File: config.mk
export PLATFORM = sky130hd
export DESIGN_NAME = fx_pt_add_pipe
export DESIGN_NICKNAME = d
export VERILOG_FILES = /design/src/rtl/fx_pt_add_pipe.sv
export SDC_FILE = /design/constraint.sdc
export NUM_CORES = 1
export LEC_CHECK = 0
export ABC_CLOCK_PERIOD_IN_PS = 1600
export CAP_MARGIN = 20
export CORE_MARGIN = 1.5
export CORE_UTILIZATION = 45
export CTS_CLUSTER_SIZE = 14
export DETAILED_ROUTE_END_ITERATION = 8
export PLACE_DENSITY = 0.83
export SLEW_MARGIN = 25
export SYNTH_ARGS = -nofsm -noshare
export SYNTH_HDL_FRONTEND = slang
export SYNTH_SLANG_ARGS = --single-unit
File: constraint.sdc
create_clock -name clk -period 1.6 [get_ports clk]
set_input_delay 0.24 -clock clk [delete_from_list [all_inputs] [get_ports clk]]
set_output_delay 0.24 -clock clk [all_outputs]
set_load 0.02 [all_outputs]
File: src/rtl/fx_pt_add_pipe.sv
// Two-stage pipelined fixed-point add/subtract with operand alignment to a common
// full-precision format; valid/ready on both sides, one result per cycle.
module fx_pt_add_pipe #(
    parameter  int WIDTH   = 8,
    parameter  int A_INT_W = 4,
    parameter  int B_INT_W = 4,
    parameter  int MODE    = 1,
    localparam int FA      = WIDTH - A_INT_W,
    localparam int FB      = WIDTH - B_INT_W,
    localparam int F       = (FA > FB) ? FA : FB,
    localparam int I       = ((A_INT_W > B_INT_W) ? A_INT_W : B_INT_W) + 1,
    localparam int OUT_W   = I + F
) (
    input  logic             clk,
    input  logic             rst,
    input  logic             in_valid,
    output logic             in_ready,
    input  logic             op,
    input  logic [WIDTH-1:0] a,
    input  logic [WIDTH-1:0] b,
    output logic             out_valid,
    input  logic             out_ready,
    output logic [OUT_W-1:0] sum,
    output logic             borrow
);

    localparam int SH_A = F - FA;
    localparam int SH_B = F - FB;

    if (MODE < 0 || MODE > 2) begin : g_bad_mode
        $error("fx_pt_add_pipe: MODE must be 0, 1 or 2");
    end

    // One guard bit above OUT_W so every aligned operand and its negation is exact.
    typedef logic signed [OUT_W:0] acc_t;

    function automatic acc_t align(input logic [WIDTH-1:0] x, input int sh);
        acc_t v;
        acc_t m;
        v = '0;
        m = '0;
        if (MODE == 0) begin
            v = $signed({{(OUT_W+1-WIDTH){1'b0}}, x}) << sh;
        end else if (MODE == 1) begin
            v = $signed({{(OUT_W+1-WIDTH){x[WIDTH-1]}}, x}) << sh;
        end else begin
            m = $signed({{(OUT_W+2-WIDTH){1'b0}}, x[WIDTH-2:0]}) << sh;
            v = x[WIDTH-1] ? -m : m;
        end
        return v;
    endfunction

    acc_t s1_a, s1_b;
    logic s1_valid, s2_valid;
    logic s1_adv, s2_adv, accept;

    acc_t             s2_res;
    logic [OUT_W-1:0] res_sum;
    logic             res_bw;
    logic [OUT_W-2:0] mag;

    assign s2_adv    = !s2_valid || out_ready;
    assign s1_adv    = s1_valid && s2_adv;
    assign in_ready  = !rst && (!s1_valid || s2_adv);
    assign accept    = in_valid && in_ready;
    assign out_valid = s2_valid;

    // A zero result is non-negative, so sign-magnitude never emits -0.
    always_comb begin
        s2_res  = s1_a + s1_b;
        mag     = (OUT_W-1)'(s2_res[OUT_W] ? -s2_res : s2_res);
        res_sum = s2_res[OUT_W-1:0];
        res_bw  = 1'b0;
        if (MODE == 0) res_bw = s2_res[OUT_W];
        if (MODE == 2) res_sum = {s2_res[OUT_W], mag};
    end

    always_ff @(posedge clk) begin
        if (rst) begin
            s1_valid <= 1'b0;
            s2_valid <= 1'b0;
            sum      <= '0;
            borrow   <= 1'b0;
        end else begin
            if (accept) begin
                s1_a     <= align(a, SH_A);
                s1_b     <= op ? -align(b, SH_B) : align(b, SH_B);
                s1_valid <= 1'b1;
            end else if (s1_adv) begin
                s1_valid <= 1'b0;
            end
            if (s2_adv) s2_valid <= s1_valid;
            // Output data only moves with a real transfer so it holds while idle.
            if (s1_adv) begin
                sum    <= res_sum;
                borrow <= res_bw;
            end
        end
    end

endmodule

# Word level (Yosys, flattened, before mapping)
# Index checks and enable logic that the tools add are counted.
[word_totals]
ff_bits = 28
input_bits = 21
output_inout_bits = 12
elab_cells = 23
[classes]
addsub = 2
muxes = 5
bitwise_logic = 1
n_reduce_logical = 10
[op_table]
columns = ["operator", "count"]
rows = [
  ["9-bit 2-to-1 mux", 3],
  ["8-bit by 9-bit adder with 9-bit output", 1],
  ["9-bit negation", 1],
  ["1-bit logical AND", 3],
  ["1-bit logical NOT", 3],
  ["1-bit logical OR", 2],
  ["1-bit 2-to-1 mux", 2],
  ["2-bit AND reduction", 1],
  ["2-bit nonzero test", 1],
  ["1-bit inverter", 1],
]

# Logic depth before layout (Yosys ltp)
# Gate-level depths: netlist of the first run.
[logic_depth]
depth_word = 9
ltp_mapped = 6

# Least setup slack after synthesis of the first run
# OpenSTA, ideal clock, no wires.
[synth_timing]
kind = "register to register"
start = "register s2_valid (netlist: out_valid)"
end = "register s1_a[0] (enable)"
setup_time_ns = 0.375
arrival_ns = 1.466
required_time_ns = 1.225
setup_slack_ns = -0.241
stages_incl_launch_ff = 4
path_cell_list = "dfxtp_1 > nor2b_4 > a21oi_1 > and2_1"
[synth_between]
elab_chain_len = 6
[synth_rtl]
columns = ["item", "line_no", "source"]
rows = [
  ["start, declared", "54", "logic s1_valid, s2_valid;"],
  ["start signal, assigned", "92", "if (s2_adv) s2_valid <= s1_valid;"],
  ["1-bit logical NOT", "62", "assign s2_adv = !s2_valid || out_ready;"],
  ["1-bit logical OR", "62", ""],
  ["1-bit logical OR", "64", "assign in_ready = !rst && (!s1_valid || s2_adv);"],
  ["1-bit logical AND", "64", ""],
  ["net in_ready", "17", "output logic in_ready,"],
  ["1-bit logical AND", "65", "assign accept = in_valid && in_ready;"],
  ["2-bit AND reduction (no line)", "--", ""],
  ["end signal, assigned", "86", "s1_a <= align(a, SH_A);"],
  ["end, declared", "53", "acc_t s1_a, s1_b;"],
]
# The timed path passes the listed nets, and every way through them passes these cells.
# A chain may end at the register's enable or synchronous reset.

# Final worst setup path of the first run
[layout_timing]
start = "register s1_a[0]"
end = "register sum[8]"
[layout_between]
elab_chain_len = 1
[layout_rtl]
columns = ["item", "line_no", "source"]
rows = [
  ["8-bit by 9-bit adder with 9-bit output", "70", "s2_res = s1_a + s1_b;"],
  ["end signal, assigned", "95", "sum <= res_sum;"],
  ["end, declared", "23", "output logic [OUT_W-1:0] sum,"],
]
# Every way passes these cells.

==> results.toml, run 1 <==
[logic_synthesis]
syn_area_um2 = 1510
synth_ff_type = "edfxtp_1"
postSynth.asyncResetShare = 0
syn_area_per_cell_um2 = 11.1
ys_warn_count = 0
synth_cells = 136
synth.net_count = 167
yosysSeqAreaShare = 0.484
synth_seq_cells = 28
ys_types = 45
synth-edff-count = 17

[grt]
use_met2 = 0.323
grt_max_degree = 18
grt_pass1_vias = 1158
gr-usage-met3 = 0.0213
grt_overflow = 0
grt_util_met1 = 0.178
grtUsageTotal = 0.168
antenna_found_initial = 0
busiest_layer = "met2"
grt_pass1_wl_um = 4600

[drt]
drtPass1Iterations = 4
via_per_inst = 5.14
wl_per_cell_um = 12.2
drc = 0
totalWireLength_um = 2730
final_antenna_net_count = 0
num_vias = 1151
drtIter0Drc = 46

[finish]
fin_nets = 212
nFillCells = 250
fin_util = 0.640
area_growth_pct = 32.5
drive_gt1_frac = 0.211
finish.instance_area_um2 = 2000
num_antenna_cells = 0

[sta]
grt_setup_unrepaired = "yes"
setup_viol = 6
period_minus_slack_ps = 1770
hold_violations = 0
setup_slack_ps = -167
clock.fmax_ghz = 0.566
slew_violations = 0
tns_ps = -456
fin_crit_sh = 1.10
fin_skew_ps = 10.2
holdWs_ps = 461

[worst_setup_path]
critPathRequiredTime_ps = 1870
slowest_stage = "edfxtp_1"
crit_chain = "ha_2 -> fa_2 -> a211oi_2 -> o21ai_2 -> o2111a_1 -> a211oi_2"
critPathArrivalTime_ps = 2040
path_common_cell = "a211oi_2"
end_kind = "register"
crit_fanout = 3
slowest_delay_ps = 420
cp-start-kind = "register"
worstSetupPathType = "reg2reg"

[floorplanning]
rows = 20
die_h_um = 60.9
die-area_um2 = 3710
fp.coreArea_um2 = 3130
die_w_um = 60.9
floorplan.initialDensity = 0.483
ioPinCount = 33

[power]
leakagePower_nw = 0.744
irDropWorstVdd_mv = 0.323
p_per_area_nw_per_um2 = 769

[outcome]
violations = "negative setup slack"
outcome = "complete, but fails checks"

[clock_tree]
root_buffer = "clkbuf_4"
clk_pin_slew_ps = 140
cts_tree = "done"
cts_buffers = 3
clkLatencyLatePin_ps = 330
htree_levels = 1
clockBufferDepth = 2
ctsHoldBuffers = 0
clock_sinks = 28

[placement]
dpl_cell_area_um2 = 1950
dpl_worst_slack_ps = -259
place_hpwl_um = 2130
gp_congestion = 0.759
port_buffers = 31

[worst_hold_path]
hp-class = "in2reg"

[run]
drv_cap = 0
## registers in the layout, summed over array words and instances, names as in the netlist
name / cells
sum: 9
s1_a: 8
s1_valid: 1
s1_b: 9
out_valid: 1
## per-stage QoR
| stage | power [mW] | std cells |
|---|---|---|
| 2_1_floorplan | 1.06 | 136 |
| 3_3_place_gp | 1.20 | 219 |
| 3_5_place_dp | 1.21 | 219 |
| 4_1_cts | 1.55 | 224 |
| 5_1_grt | 1.61 | 224 |
| 6_report | 1.54 | 224 |
## per-layer routing
layer  up-vias  wire [um]
met5         -          0
met4         0         55
met3         6         71
met2        29       1450
met1       527       1160
li1        589          -
## report_power, final
group | switching, mW | total (mW) | internal, mW
clock | 0.195 | 0.335 | 0.139
combinational | 0.177 | 0.372 | 0.195
sequential | 0.0204 | 0.832 | 0.812
total | 0.393 | 1.54 | 1.15
## worst max-delay path, delay by kind of cell (launching register included)
kind / cells / cell delay (ps)
DFF: 1 / 420
adders and majority gates: 2 / 580
AOI/OAI and AO/OA: 4 / 700
## logic make-up after synthesis
kind of cell,after synthesis,share of synthesized area
buffers and inverters,10,0.0364
other,1,0.00248
DFF,28,0.484
and+or+nand+nor,41,0.156
xor gates and xnor gates,10,0.0580
AOI/OAI and AO/OA,36,0.176
adders and majority gates,10,0.0878
## final cells by class
type / count / area, um2 / share of cell area
clock buffers: 4 / 36.3 / 0.0181
inverters: 5 / 20.0 / 0.0100
multi-input cells: 98 / 748 / 0.374
flip-flops and latches: 28 / 731 / 0.365
well taps: 44 / 55.1 / 0.0275
repair buffers: 45 / 410 / 0.205
## synth_stat cells (all sizes together), types with 3 or more instances
cell	n	area (um2)
dfxtp	11	220
inv	4	15.0
nand2	12	45.0
nor2	8	30.0
xnor2	9	78.8
o21ai	10	57.6
a21oi	10	57.6
nand2b	4	32.5
a211oi	4	45.1
edfxtp	17	510
ha	9	113
buf	3	23.8
nand3	5	25.0
## cell usage in the layout, fill, tap and decap left out, drive strengths merged, types with 2 or more instances in the layout
master,instances
clkdlybuf4s50,30
edfxtp,17
buf,14
nand2,12
dfxtp,11
a21oi,10
o21ai,10
xnor2,9
ha,9
nor2,8
nand3,5
clkbuf,5
inv,4
nand2b,4
a211oi,4
nand3b,2
a21o,2
a211o,2
o211ai,2
nand4b,2
nor2b,2
## worst paths after layout
path	slack, ps	start	cells past startpoint	endpoint
max	-170	s1_a[0]	6	sum[8]
min	460	a[7]	1	s1_a[7]
max reg2reg	-170	s1_a[0]	6	sum[8]
min reg2reg	470	sum[3]	2	sum[3]
## timing repair
action	in CTS	in global routing
buffers inserted	1	0
endpoints found under the setup margin	5	8
resized for setup	3	2
pin swaps	5	2
Note: power is estimated with default switching activity, not from simulation.
==> inputs of run 2 (changes only) <==
--- a/config.mk
+++ b/config.mk
@@ -5,13 +5,12 @@
 export SDC_FILE = /design/constraint.sdc
 export NUM_CORES = 1
 export LEC_CHECK = 0
-export ABC_CLOCK_PERIOD_IN_PS = 1600
 export CAP_MARGIN = 20
 export CORE_MARGIN = 1.5
-export CORE_UTILIZATION = 45
+export CORE_UTILIZATION = 30
 export CTS_CLUSTER_SIZE = 14
 export DETAILED_ROUTE_END_ITERATION = 8
-export PLACE_DENSITY = 0.83
+export PLACE_DENSITY = 0.62
 export SLEW_MARGIN = 25
 export SYNTH_ARGS = -nofsm -noshare
 export SYNTH_HDL_FRONTEND = slang
==> run 2 against run 1 <==
The run still ends with negative setup slack left. Core utilization down 21 points. Hold slack worse by 1.8 ps. Clock power up 14%. Cell area up 2.6%. Global-route usage down 6.4 points. Flip-flop and latch count unchanged. Cell count up 11%. Count of clock-buffer cells in the layout down 1.
==> results.toml, run 2 (synthesized netlist as in run 1, its figures left out) <==
[sta]
hold_violations = 0
fin_skew_ps = 3.72
clock.fmax_ghz = 0.568
slew_violations = 0
period_minus_slack_ps = 1760
setup_slack_ps = -162
grt_setup_unrepaired = "yes"
setup_viol = 6
fin_crit_sh = 1.10

[placement]
port_buffers = 31
dpl_cell_area_um2 = 1980
place_hpwl_um = 2200
gp_congestion = 0.828

[clock_tree]
htree_levels = 1
clkLatencyLatePin_ps = 270
clockBufferDepth = 2
cts_tree = "done"
clock_sinks = 28
cts_buffers = 3
clk_pin_slew_ps = 90
root_buffer = "clkbuf_8"

[floorplanning]
die_w_um = 74.0
ioPinCount = 33
die-area_um2 = 5470
rows = 25
fp.coreArea_um2 = 4790
floorplan.initialDensity = 0.316
die_h_um = 74.0

[run]
drv_cap = 0

[finish]
final_cell_mix = "clkdlybuf4s50_1, edfxtp_1, buf_4"
fin_nets = 214
num_antenna_cells = 0
largestRegisters = "s1_b: 9 flops, sum: 9 flops, s1_a: 8 flops"
finish.instance_area_um2 = 2050
area_growth_pct = 35.9
final_common_cell = "clkdlybuf4s50_1"
nFillCells = 461
drive_gt1_frac = 0.209

[worst_hold_path]
whs_path_depth = 2
min_to = "sum[1]"
hp-class = "reg2reg"
hold_start = "sum[1]"

[worst_setup_path]
cp-start-kind = "register"
crit_fanout = 3
critPathRequiredTime_ps = 1800
timing.rr.end = "sum[8]"
critPathArrivalTime_ps = 1960
rrSetupSlack_ps = -160
rr_startpoint = "s1_b[0]"
worstSetupPathType = "reg2reg"
rr_worst_depth = 6
end_kind = "register"

[drt]
drc = 0
via_per_inst = 4.63
final_antenna_net_count = 0
drtIter0Drc = 64
num_vias = 1153
drtPass1Iterations = 4
wl_per_cell_um = 10.7
totalWireLength_um = 2670

[grt]
grt_overflow = 0
grtUsageTotal = 0.104
grt_max_degree = 18
antenna_found_initial = 0
grt_pass1_wl_um = 4420
grt_pass1_vias = 1091

[power]
p_per_area_nw_per_um2 = 774
power.total_mw = 1.59
irDropWorstVdd_mv = 0.285
leakagePower_nw = 0.759

[outcome]
violations = "negative setup slack"
outcome = "complete, but fails checks"
[run 2: cell count changes in the layout (fill, tap and decap cells not counted), sizes merged]
cell and delta:
clkinv +1, buf +2, clkbuf -1
[run 2: area by class of cell]
class / instances / area, um2 / share of cell area
clock buffers: 3 / 41.3 / 0.0201
clock inverters: 1 / 3.75 / 0.00183
inverters: 5 / 20.0 / 0.00976
multi-input cells: 98 / 743 / 0.362
flip-flops and latches: 28 / 731 / 0.356
well taps: 67 / 83.8 / 0.0409
repair buffers: 47 / 429 / 0.209
[run 2: power by group]
| group | total [mW] | internal [mW] | switching, mW |
|---|---|---|---|
| Combinational | 0.376 | 0.198 | 0.178 |
| Sequential | 0.831 | 0.812 | 0.0193 |
| Clock | 0.383 | 0.172 | 0.210 |
[run 2: stage by stage]
stage	hold slack, ps	instances	utilization	worst slack [ps]	setup TNS (ps)
after global placement	449	243	0.414	-225	-1680
after floorplan	339	136	-	-65.6	-65.6
after global routing	498	249	0.429	-232	-1000
after CTS	465	249	0.427	-189	-716
after detailed placement	450	243	0.414	-283	-3050
final	459	249	0.429	-162	-528
[run 2: worst max-delay path by stage]
stage / from / to
floorplan: s1_b[0] / sum[8]
global placement: out_ready / in_ready
detailed placement: out_ready / in_ready
CTS: s1_b[0] / sum[8]
global route: s1_b[0] / sum[4]
finish: s1_b[0] / sum[8]
[run 2: timing repair]
item,4_1_cts,5_1_grt
hold endpoints to repair,0,0
buffers inserted,2,0
hold buffers,0,0
pin swaps,5,4
resized for setup,3,3
gates cloned,0,0
endpoints found under the setup margin,6,7
[run 2: worst max-delay path, stage by stage, from the launching register on]
cell and delay [ps]:
edfxtp_1 390, ha_2 210, fa_2 390, a211oi_4 230
o21ai_2 100, o2111a_1 250, a211oi_2 120
[run 2: metal layers]
layer,vias up,track usage,wire length [um]
li1,587,-,-
met4,0,0.0453,27
met2,27,0.187,1360
met5,-,0,0
met1,536,0.119,1150
met3,3,0.0203,140
==> inputs of run 3 (changes only) <==
--- a/config.mk
+++ b/config.mk
@@ -7,10 +7,10 @@
 export LEC_CHECK = 0
 export CAP_MARGIN = 20
 export CORE_MARGIN = 1.5
-export CORE_UTILIZATION = 30
+export CORE_UTILIZATION = 40
 export CTS_CLUSTER_SIZE = 14
 export DETAILED_ROUTE_END_ITERATION = 8
-export PLACE_DENSITY = 0.62
+export PLACE_DENSITY = 0.76
 export SLEW_MARGIN = 25
 export SYNTH_ARGS = -nofsm -noshare
 export SYNTH_HDL_FRONTEND = slang
==> run 3 against run 2 <==
The run still ends with negative setup slack left. Combinational power about the same. First-iteration DRC count down 22%. Count of clock-buffer cells in the layout up 1. Cell area down 1.5%. Largest cell class unchanged.
==> results.toml, run 3 (synthesized netlist as in run 1, its figures left out) <==
[worst_setup_path]
slowest_stage = "edfxtp_1"
slowest_delay_ps = 380
critPathBufInv = 0
rr_worst_depth = 6
crit_chain = "ha_2 -> fa_2 -> a211oi_2 -> o21ai_2 -> o2111a_1 -> a211oi_2"
rr_startpoint = "s1_b[0]"
crit_fanout = 3
cp-start-kind = "register"
path_common_cell = "a211oi_2"
end_kind = "register"
timing.rr.end = "sum[8]"
worstSetupPathType = "reg2reg"
rrSetupSlack_ps = -160
critPathArrivalTime_ps = 1950
critPathRequiredTime_ps = 1790
cp_top_family = "compound AO/OA/AOI/OAI gates"

[floorplanning]
die_h_um = 64.4
floorplan.initialDensity = 0.416
ioPinCount = 33
rows = 22
die-area_um2 = 4150
fp.coreArea_um2 = 3630
die_w_um = 64.4

[power]
power.total_mw = 1.59
p_per_area_nw_per_um2 = 784
leakagePower_nw = 0.757
irDropWorstVdd_mv = 0.358

[grt]
grt_pass1_vias = 1121
grt_pass1_wl_um = 4510
grt_max_degree = 18
antenna_found_initial = 0
grt_overflow = 0
grtUsageTotal = 0.139

[placement]
place_hpwl_um = 2190
gp_congestion = 0.828
dpl_worst_slack_ps = -249
port_buffers = 31

[drt]
num_vias = 1159
via_per_inst = 5.06
totalWireLength_um = 2710
drtIter0Drc = 50
wl_per_cell_um = 11.8
final_antenna_net_count = 0
drtPass1Iterations = 4
drc = 0

[sta]
fin_skew_ps = 2.39
clock.fmax_ghz = 0.570
setup_viol = 6
period_minus_slack_ps = 1760
slew_violations = 0
hold_violations = 0
grt_setup_unrepaired = "yes"
setup_slack_ps = -156
fin_crit_sh = 1.10

[clock_tree]
clk_pin_slew_ps = 90
cts_buffers = 3
clock_sinks = 28
cts_tree = "done"
htree_levels = 1
clkLatencyLatePin_ps = 270
clockBufferDepth = 2
ctsHoldBuffers = 0
root_buffer = "clkbuf_8"

[outcome]
outcome = "complete, but fails checks"
violations = "negative setup slack"

[finish]
largestRegisters = "s1_b: 9 flops, sum: 9 flops, s1_a: 8 flops"
fin_nets = 213
area_growth_pct = 33.9
final_common_cell = "clkdlybuf4s50_1"
drive_gt1_frac = 0.204
num_antenna_cells = 0
final_cell_mix = "clkdlybuf4s50_1, edfxtp_1, buf_4"

[worst_hold_path]
hp-class = "reg2reg"
whs_path_depth = 2
hold_start = "sum[0]"
min_to = "sum[0]"

[run]
drv_cap = 0
## run 3: final cells by class
class | instances | area [um2]
repair buffers | 46 | 423
clock buffers | 4 | 45.0
well taps | 48 | 60.1
flip-flops and latches | 28 | 731
fillers | 330 | 1610
inverters | 5 | 20.0
multi-input cells | 98 | 743
## run 3: worst max path at each step
stage	from	endpoint	slack, ps	depth (start not counted)
6_report	s1_b[0]	sum[8]	-160	6
3_5_place_dp	out_ready	in_ready	-250	4
2_1_floorplan	s1_b[0]	sum[8]	-70	6
5_1_grt	s1_b[0]	sum[8]	-240	6
3_3_place_gp	out_ready	in_ready	-240	4
4_1_cts	s1_b[0]	sum[8]	-170	6
## run 3: routing by layer
metal	vias up	GRT usage	wire, um
met4	0	0.0824	77
li1	587	-	-
met1	530	0.152	1170
met3	10	0.0226	107
met2	32	0.254	1350
met5	-	0	0
## run 3: worst reg2reg max path: stages, from the launching register on
cell	delay, ps
edfxtp_1	380
ha_2	210
fa_2	370
a211oi_2	230
o21ai_2	100
o2111a_1	250
a211oi_2	130
## run 3: timing repair
| item | CTS | global route |
|---|---|---|
| setup buffers | 1 | 1 |
| gates resized for setup | 3 | 2 |
| pin swaps | 6 | 0 |
| setup endpoints to repair | 5 | 8 |
## run 3: where the power goes
part           total [mW]  switching (mW)  leakage [nW]  internal, mW
registers           0.831          0.0199         0.250         0.812
clock network       0.379           0.201        0.0228         0.178
logic               0.375           0.178         0.484         0.197
## run 3: per-stage QoR
stage	TNS [ps]	cell area (um2)	hold slack, ps	cells	utilization
final	-520	2020	460	229	0.556
after global routing	-1160	2020	471	229	0.556
after CTS	-384	2010	463	228	0.554
after detailed placement	-827	1950	450	223	0.537
after global placement	-404	1950	443	223	0.537
after floorplan	-65.6	1520	339	136	-
